$ cat config.mk
export PLATFORM = sky130hd
export DESIGN_NAME = irq_ctrl
export DESIGN_NICKNAME = d
export VERILOG_FILES = /design/src/rtl/irq_ctrl.sv
export SDC_FILE = /design/constraint.sdc
export NUM_CORES = 1
export LEC_CHECK = 0
export BUFFER_PORTS_ARGS = -buffer_cell sky130_fd_sc_hd__buf_2
export CAP_MARGIN = 20
export CORE_MARGIN = 2
export CORE_UTILIZATION = 52
export DETAILED_ROUTE_END_ITERATION = 10
export PLACE_DENSITY = 0.78
export SETUP_SLACK_MARGIN = 0.1
export SLEW_MARGIN = 10
export SYNTH_ARGS = -nofsm -noshare
export SYNTH_HDL_FRONTEND = slang
export SYNTH_SLANG_ARGS = --single-unit
$ cat constraint.sdc
create_clock -name clk_i -period 1.6 [get_ports clk_i]
set_input_delay 0.16 -clock clk_i [delete_from_list [all_inputs] [get_ports clk_i]]
set_output_delay 0.16 -clock clk_i [all_outputs]
set_load 0.02 [all_outputs]
$ cat src/rtl/irq_ctrl.sv
// Interrupt controller: synchronised edge/level lines plus software interrupts,
// fixed lowest-index priority, single outstanding request with acknowledge handshake.
module irq_ctrl #(
    parameter int IRQ_NUM_POW = 4,
    parameter int SYNC_STAGES = 2
) (
    input  logic                        clk_i,
    input  logic                        rst_ni,
    input  logic [(2**IRQ_NUM_POW)-1:0] irq_bi,
    input  logic                        sgi_req_i,
    input  logic [IRQ_NUM_POW-1:0]      sgi_code_bi,
    input  logic                        cfg_we_i,
    input  logic [1:0]                  cfg_addr_bi,
    input  logic [(2**IRQ_NUM_POW)-1:0] cfg_wdata_bi,
    output logic [(2**IRQ_NUM_POW)-1:0] cfg_rdata_bo,
    output logic                        irq_req_o,
    output logic [IRQ_NUM_POW-1:0]      irq_code_bo,
    input  logic                        irq_ack_i
);

    localparam int N = 2**IRQ_NUM_POW;

    localparam logic [1:0] ST_IDLE = 2'd0;
    localparam logic [1:0] ST_REQ  = 2'd1;
    localparam logic [1:0] ST_GAP  = 2'd2;

    localparam logic [1:0] A_ENABLE  = 2'd0;
    localparam logic [1:0] A_MODE    = 2'd1;
    localparam logic [1:0] A_PENDING = 2'd2;
    localparam logic [1:0] A_SWSET   = 2'd3;

    localparam logic [N-1:0] ONE = {{(N-1){1'b0}}, 1'b1};

    logic [N-1:0]           r_sync [SYNC_STAGES];
    logic [N-1:0]           r_hist;
    logic [N-1:0]           r_hw_pend;
    logic [N-1:0]           r_sw_pend;
    logic [N-1:0]           r_enable;
    logic [N-1:0]           r_mode;
    logic [1:0]             r_state;
    logic                   r_req;
    logic [IRQ_NUM_POW-1:0] r_code;

    logic [N-1:0]           w_sync;
    logic [N-1:0]           w_rise;
    logic                   w_ack;
    logic [N-1:0]           w_clr;
    logic [N-1:0]           w_set_sw;
    logic [N-1:0]           w_hw_next;
    logic [N-1:0]           w_sw_next;
    logic [N-1:0]           w_pend;
    logic [N-1:0]           w_elig;
    logic                   w_any;
    logic [IRQ_NUM_POW-1:0] w_win;

    assign w_sync = r_sync[SYNC_STAGES-1];
    assign w_rise = w_sync & ~r_hist;
    assign w_ack  = (r_state == ST_REQ) && irq_ack_i;

    // Clears come from the acknowledged line and from write-1-to-clear; sets are OR'd
    // in afterwards so a same-edge set always leaves the bit pending.
    assign w_clr = (w_ack ? (ONE << r_code) : '0)
                 | ((cfg_we_i && cfg_addr_bi == A_PENDING) ? cfg_wdata_bi : '0);
    assign w_set_sw = (sgi_req_i ? (ONE << sgi_code_bi) : '0)
                    | ((cfg_we_i && cfg_addr_bi == A_SWSET) ? cfg_wdata_bi : '0);

    assign w_hw_next = (r_mode & w_sync) | (~r_mode & ((r_hw_pend & ~w_clr) | w_rise));
    assign w_sw_next = (r_sw_pend & ~w_clr) | w_set_sw;

    assign w_pend = r_hw_pend | r_sw_pend;
    assign w_elig = w_pend & r_enable;
    assign w_any  = |w_elig;

    // NOTE: every output of an always_comb gets a default first so no path can infer a latch.
    always_comb begin
        w_win = '0;
        for (int i = N - 1; i >= 0; i--) begin
            if (w_elig[i]) w_win = i[IRQ_NUM_POW-1:0];
        end
    end

    always_comb begin
        cfg_rdata_bo = '0;
        case (cfg_addr_bi)
            A_ENABLE:  cfg_rdata_bo = r_enable;
            A_MODE:    cfg_rdata_bo = r_mode;
            A_PENDING: cfg_rdata_bo = w_pend;
            default:   cfg_rdata_bo = '0;
        endcase
    end

    // NOTE: sequential state uses non-blocking assignments only, so every flop samples
    // pre-edge values regardless of statement order.
    always_ff @(posedge clk_i) begin
        if (!rst_ni) begin
            // NOTE: the synchroniser array is small flop storage, not RAM, so it is reset
            // like any other register to avoid phantom edges after reset.
            for (int s = 0; s < SYNC_STAGES; s++) r_sync[s] <= '0;
            r_hist    <= '0;
            r_hw_pend <= '0;
            r_sw_pend <= '0;
            r_enable  <= '0;
            r_mode    <= '0;
            r_state   <= ST_IDLE;
            r_req     <= 1'b0;
            r_code    <= '0;
        end else begin
            r_sync[0] <= irq_bi;
            for (int s = 1; s < SYNC_STAGES; s++) r_sync[s] <= r_sync[s-1];
            r_hist    <= w_sync;
            r_hw_pend <= w_hw_next;
            r_sw_pend <= w_sw_next;
            if (cfg_we_i && cfg_addr_bi == A_ENABLE) r_enable <= cfg_wdata_bi;
            if (cfg_we_i && cfg_addr_bi == A_MODE)   r_mode   <= cfg_wdata_bi;

            case (r_state)
                ST_IDLE: begin
                    if (w_any) begin
                        r_state <= ST_REQ;
                        r_req   <= 1'b1;
                        r_code  <= w_win;
                    end
                end
                ST_REQ: begin
                    if (irq_ack_i) begin
                        r_state <= ST_GAP;
                        r_req   <= 1'b0;
                        r_code  <= '0;
                    end
                end
                ST_GAP: begin
                    r_state <= ST_IDLE;
                end
                default: begin
                    r_state <= ST_IDLE;
                    r_req   <= 1'b0;
                    r_code  <= '0;
                end
            endcase
        end
    end

    assign irq_req_o   = r_req;
    assign irq_code_bo = r_code;

endmodule

==> metrics.txt, run 1 <==
sequential share of the synthesized area 47.9%; CTS tree built; violated checks negative setup slack; Rel. slew slack 47.6%; synth warn 0; Yosys reg bits 119; CTS Root Buffer Type clkbuf_8; Core ar. 9280 um2; CTS Sinks 119; HP Class primary input to flop; Clock Power Share 48.5%; r2r setup slk -120 ps; min Tclk post-route 1720 ps; crit path capture type flop; Worst EP arrival 2100 ps; vias in the first global route 4,780; Clock Path Buffers 2; DRC Markers 0; HPWL after DPL 9650 um; Async SR Flop Fraction 0%; clk slew on worst S/H paths 60 ps; Routed Antenna Nets 0; Post-synth EDFFs 0; die height 102 um; final hold vios 0; Simple-Gate Fraction of Synth Area 23.2%; DR vias/cell 5.70; Synth top cells by count dfxtp_1 (119), nand2_1 (78), and2_1 (52); Leak 2.79 nW; final core occ 75.7%; Post-Synth Adder-Cell Area 0%; Total Wirelength 15,300 um; largest net degree at the start of global routing 48; slowest stage delay, CP 370 ps; I/O Buffers 63; die area 10,400 um2; Crit path required time 1990 ps; XOR/XNOR share of the synthesized area 0%; drt first pass iters 6; Starting Density 53.6%; Synth Area in Compound Gates 21.8%; sw power 1.98 mW; CP Launch Type flop; hold depth 5; placed cell areas 5770 um2; Main synth FF type dfxtp_1; Post-Synthesis Cells 546; Placer Congestion 0.991; via count 4,807; grt ovf 0; Syn Std Cell Area 4980 um2; Post-layout nets 744; FF-to-FF path depth 6; syn_nets 589; main combinational cell family by area after synthesis simple AND/OR/NAND/NOR gates; post-synth top area share 47.9%; number of I/O pins 64; number of antenna violations at the first check in global routing 0; most common cell in the netlist dfxtp_1; max_cap viols 0; measured slew at the worst slew-check pin 786 ps; gr usage total 30.1%; setup violators final 5; first-pass GRT wire length 23,900 um; Iteration-0 DRC Markers 404; Syn Area/Cell 9.12 um2; H-tree depth 4; WL/cell 18.2 um; Clock Latency Late Sink 520 ps; TritonCTS buffer count 17; f_max 583 MHz; PnR worst setup slack -117 ps; capture point of the worst reg-to-reg path irq_code_bo[0]$_SDFFE_PN0P_; final slew viol count 0; post-synth top area cell dfxtp_1; pwr dens 1130 nW/um2; post-route setup TNS -521 ps; row count 35; Final Instance Area 7030 um2; min-delay src cfg_we_i; Synth cell types 42; fin crit share 107%; RSZ-0062 raised after global routing yes; Worst Path Max Fanout 5; R2R Path Start r_hw_pend[15]$_SDFF_PN0_; power share of the combinational group 11.1%; Die W 102 um; Sw Ratio 25.0%; slowest CP cell or3_4; status finished, violations left; buffer and inverter count on the worst path 1; worst hold endpoint r_mode[8]$_SDFFE_PN0P_; area growth from synthesis to layout 41.2%; share of layout cells above drive strength 1 33.2%; Max VDD drop 0.925 mV; cell-internal power 5.96 mW; Synth area leaders dfxtp_1 (48%), a21boi_0 (7.4%), and2_1 (6.5%), nand2_1 (5.9%), a222oi_1 (3.2%); CP Cell Sequence o21ai_2 -> nand4_1 -> or3_4 -> o41ai_4 -> buf_4 -> o32ai_2; Worst Path Class, Setup flop to flop; Total Power 7.94 mW; Layout Skew 7.39 ps; CP delay by family, top compound AO/OA/AOI/OAI gates; mux cell area share after synthesis 3.22%; sequential power share 40.4%
-- flip-flops by register name (all words and copies together) (netlist names) --
name	cells
r_sync	32
irq_req_o	1
r_enable	16
r_hw_pend	16
r_hist	16
r_state	2
irq_code_bo	4
r_mode	16
r_sw_pend	16
-- power groups by stage --
stage          clock network (mW)  registers, mW  logic (mW)
6_report                     3.85           3.21       0.884
5_1_grt                      4.04           3.22       0.947
4_1_cts                      3.87           3.20       0.832
3_5_place_dp                    0           3.25       0.729
3_3_place_gp                    0           3.24       0.710
2_1_floorplan                   0           3.24       0.412
-- metal layers --
layer / part of all wire (%) / vias up / track usage [%]
li1: - / 2231 / -
met1: 41 / 2278 / 38.6
met2: 48 / 249 / 50.3
met3: 7.6 / 49 / 6.43
met4: 2.6 / 0 / 11.1
met5: 0 / - / 0
-- worst max path at each step --
stage | from | to | slack, ps | depth (start not counted)
finish | r_hw_pend[15]$_SDFF_PN0_ | irq_code_bo[0]$_SDFFE_PN0P_ | -120 | 6
global route | r_sw_pend[10]$_SDFF_PN0_ | irq_code_bo[0]$_SDFFE_PN0P_ | -150 | 6
CTS | r_hw_pend[8]$_SDFF_PN0_ | irq_code_bo[2]$_SDFFE_PN0P_ | -30 | 5
detailed placement | r_sw_pend[0]$_SDFF_PN0_ | irq_code_bo[2]$_SDFFE_PN0P_ | -120 | 5
global placement | r_state[1]$_SDFFE_PN0P_ | irq_code_bo[1]$_SDFFE_PN0P_ | -40 | 5
floorplan | r_sw_pend[11]$_SDFF_PN0_ | irq_code_bo[2]$_SDFFE_PN0P_ | 90 | 5
-- worst register-to-register path, cell delays in order (launching register included) --
cell and delay (ps):
dfxtp_2 330, o21ai_2 170, nand4_1 150, or3_4 370
o41ai_4 280, buf_4 190, o32ai_2 90
-- stage by stage --
step           hold WS [ps]  cells  worst slack (ps)
3_3_place_gp            364    764             -35.9
3_5_place_dp            370    764              -115
6_report                229    844              -117
2_1_floorplan           287    546              94.7
4_1_cts                 210    840             -27.2
5_1_grt                 270    843              -153
-- repair_timing --
action	4_1_cts	5_1_grt
hold endpoints to repair	59	0
pin swaps	17	16
buffers inserted	10	3
gates resized for setup	54	36
hold buffers	34	0
endpoints found under the setup margin	27	34
-- layout by cell type, fill, tap and decap left out, types with 7 or more instances in the layout --
| cell | synthesis | layout |
|---|---|---|
| dfxtp_1 | 119 | 80 |
| nand2_1 | 78 | 77 |
| buf_4 | 2 | 77 |
| and2_1 | 52 | 52 |
| a21boi_0 | 49 | 48 |
| buf_2 | 6 | 47 |
| dfxtp_2 | 0 | 37 |
| dlygate4sd3_1 | 0 | 34 |
| o21ai_0 | 24 | 20 |
| inv_1 | 20 | 20 |
| nor2b_1 | 19 | 19 |
| nor2_1 | 25 | 17 |
| nand3b_1 | 16 | 16 |
| a222oi_1 | 16 | 16 |
| clkbuf_16 | 0 | 16 |
| mux2i_1 | 16 | 15 |
| o22ai_1 | 16 | 12 |
| a22oi_1 | 12 | 11 |
| o21ai_1 | 6 | 8 |
| nor2_2 | 1 | 7 |
| o21ai_2 | 6 | 7 |
-- cell families after synthesis --
group | after synthesis
buffers and inverters | 48
AO/OA/AOI/OAI | 147
flip-flops | 119
AND/OR/NAND/NOR | 216
multiplexers | 16
-- layout make-up --
| class | instances | area (um2) |
|---|---|---|
| clock buffer | 19 | 432 |
| antenna | 1 | 2.50 |
| tap | 129 | 161 |
| clock inverter | 13 | 170 |
| multi-input combinational | 379 | 2510 |
| sequential | 119 | 2440 |
| fill | 644 | 2260 |
| inverter | 20 | 75.1 |
| timing repair buffer | 164 | 1240 |
Note: power is estimated with default switching activity, not from simulation.
==> run 2, diff against run 1 <==
PLACE_DENSITY = 0.76   (was 0.78)
==> metrics.txt, run 2 (synthesis gave the netlist of run 1 again) <==
status finished, violations left; DR vias/cell 5.73; fin crit share 109%; Clock Latency Late Sink 510 ps; min Tclk post-route 1740 ps; Largest Register r_sync; slowest stage delay, CP 380 ps; post-route setup TNS -657 ps; number of I/O pins 64; ANT cells 0; Post-Layout Cell Count 848; final hold vios 0; Core ar. 9280 um2; Final Instance Area 7180 um2; Clock Path Buffers 2; via count 4,855; gr usage total 30.3%; final slew viol count 0; die height 102 um; DRC Markers 0; flip-flop count of the largest register after layout 32; violated checks negative setup slack; Inst Count DP 765; slowest CP cell or3_4; Post-layout nets 749; Worst Path Max Fanout 4; first-pass GRT wire length 23,900 um; Routed Antenna Nets 0; pwr dens 1090 nW/um2; Max VDD drop 0.706 mV; crit path capture type flop; max_cap viols 0; HPWL after DPL 9550 um; CTS Root Buffer Type clkbuf_8; I/O Buffers 63; Leak 2.84 nW; drt first pass iters 8; CTS tree built; most frequent cells in the layout dfxtp_1 (79), nand2_1 (78), buf_4 (76), and2_1 (52); HP Class primary input to flop; Iteration-0 DRC Markers 410; number of antenna violations at the first check in global routing 0; Worst Path Class, Setup flop to flop; CTS Sinks 119; Total Power 7.81 mW; row count 35; TritonCTS buffer count 17; pre-CTS WS -77.0 ps; most common cell after layout, fill and taps aside dfxtp_1; CP Cell Sequence o21ai_2 -> nand4_1 -> or3_4 -> o41ai_4 -> buf_4 -> o32ai_2; share of layout cells above drive strength 1 35.6%; grt ovf 0; Worst EP arrival 2120 ps; Die W 102 um; WL/cell 18.9 um; final core occ 77.3%; Total Wirelength 16,000 um; WHS 224 ps; Rel. slew slack 45.4%; PnR worst setup slack -142 ps; RSZ-0062 raised after global routing yes; placed cell areas 5790 um2; Starting Density 53.6%; Placer Congestion 0.917; CP Launch Type flop; clk slew on worst S/H paths 60 ps; f_max 574 MHz; die area 10,400 um2; largest net degree at the start of global routing 47; Crit path required time 1970 ps; area growth from synthesis to layout 44.2%; vias in the first global route 4,693; H-tree depth 4; Layout Skew 8.60 ps; measured slew at the worst slew-check pin 819 ps; setup violators final 6
run 2: critical path, delay by kind of cell, from the launching register on:
| kind | cells | cell delay, ps |
|---|---|---|
| flops | 1 | 350 |
| simple gates | 2 | 540 |
| buf+inv | 1 | 200 |
| compound gates | 3 | 510 |
run 2: routing by layer:
metal / vias up / routed length [um] / GRT usage [%]
met5: - / 0 / 0
met4: 0 / 413 / 13.9
met1: 2305 / 6580 / 38.5
met2: 271 / 7750 / 49.3
li1: 2241 / - / -
met3: 38 / 1270 / 6.98
run 2: worst paths after layout:
path / cells after the start / slack, ps / to / start
worst min-delay path: 5 / 220 / r_enable[10]$_SDFFE_PN0P_ / cfg_we_i
worst min register to register: 1 / 430 / r_sync[0][16]$_SDFF_PN0_ / r_sync[0][0]$_SDFF_PN0_
worst max register to register: 6 / -140 / irq_code_bo[0]$_SDFFE_PN0P_ / r_sw_pend[15]$_SDFF_PN0_
worst max-delay path: 6 / -140 / irq_code_bo[0]$_SDFFE_PN0P_ / r_sw_pend[15]$_SDFF_PN0_
run 2: power by group:
| part | internal, mW | leakage, nW | switching (mW) |
|---|---|---|---|
| Sequential | 3.10 | 0.993 | 0.108 |
| Clock | 2.29 | 0.273 | 1.36 |
| Combinational | 0.462 | 1.57 | 0.487 |
run 2: final cells by class:
type / instances / area [um2]
multi-input cells: 379 / 2610
clock inverters: 12 / 128
clock buffers: 20 / 445
well taps: 129 / 161
repair buffers: 169 / 1310
inverters: 20 / 75.1
flip-flops and latches: 119 / 2450
fillers: 648 / 2110
run 2: repair_timing:
item / CTS / global route
hold endpoints to repair: 61 / 0
gates resized for setup: 60 / 59
pin swaps: 14 / 22
endpoints found under the setup margin: 30 / 37
setup buffers: 9 / 8
hold buffers: 34 / 0
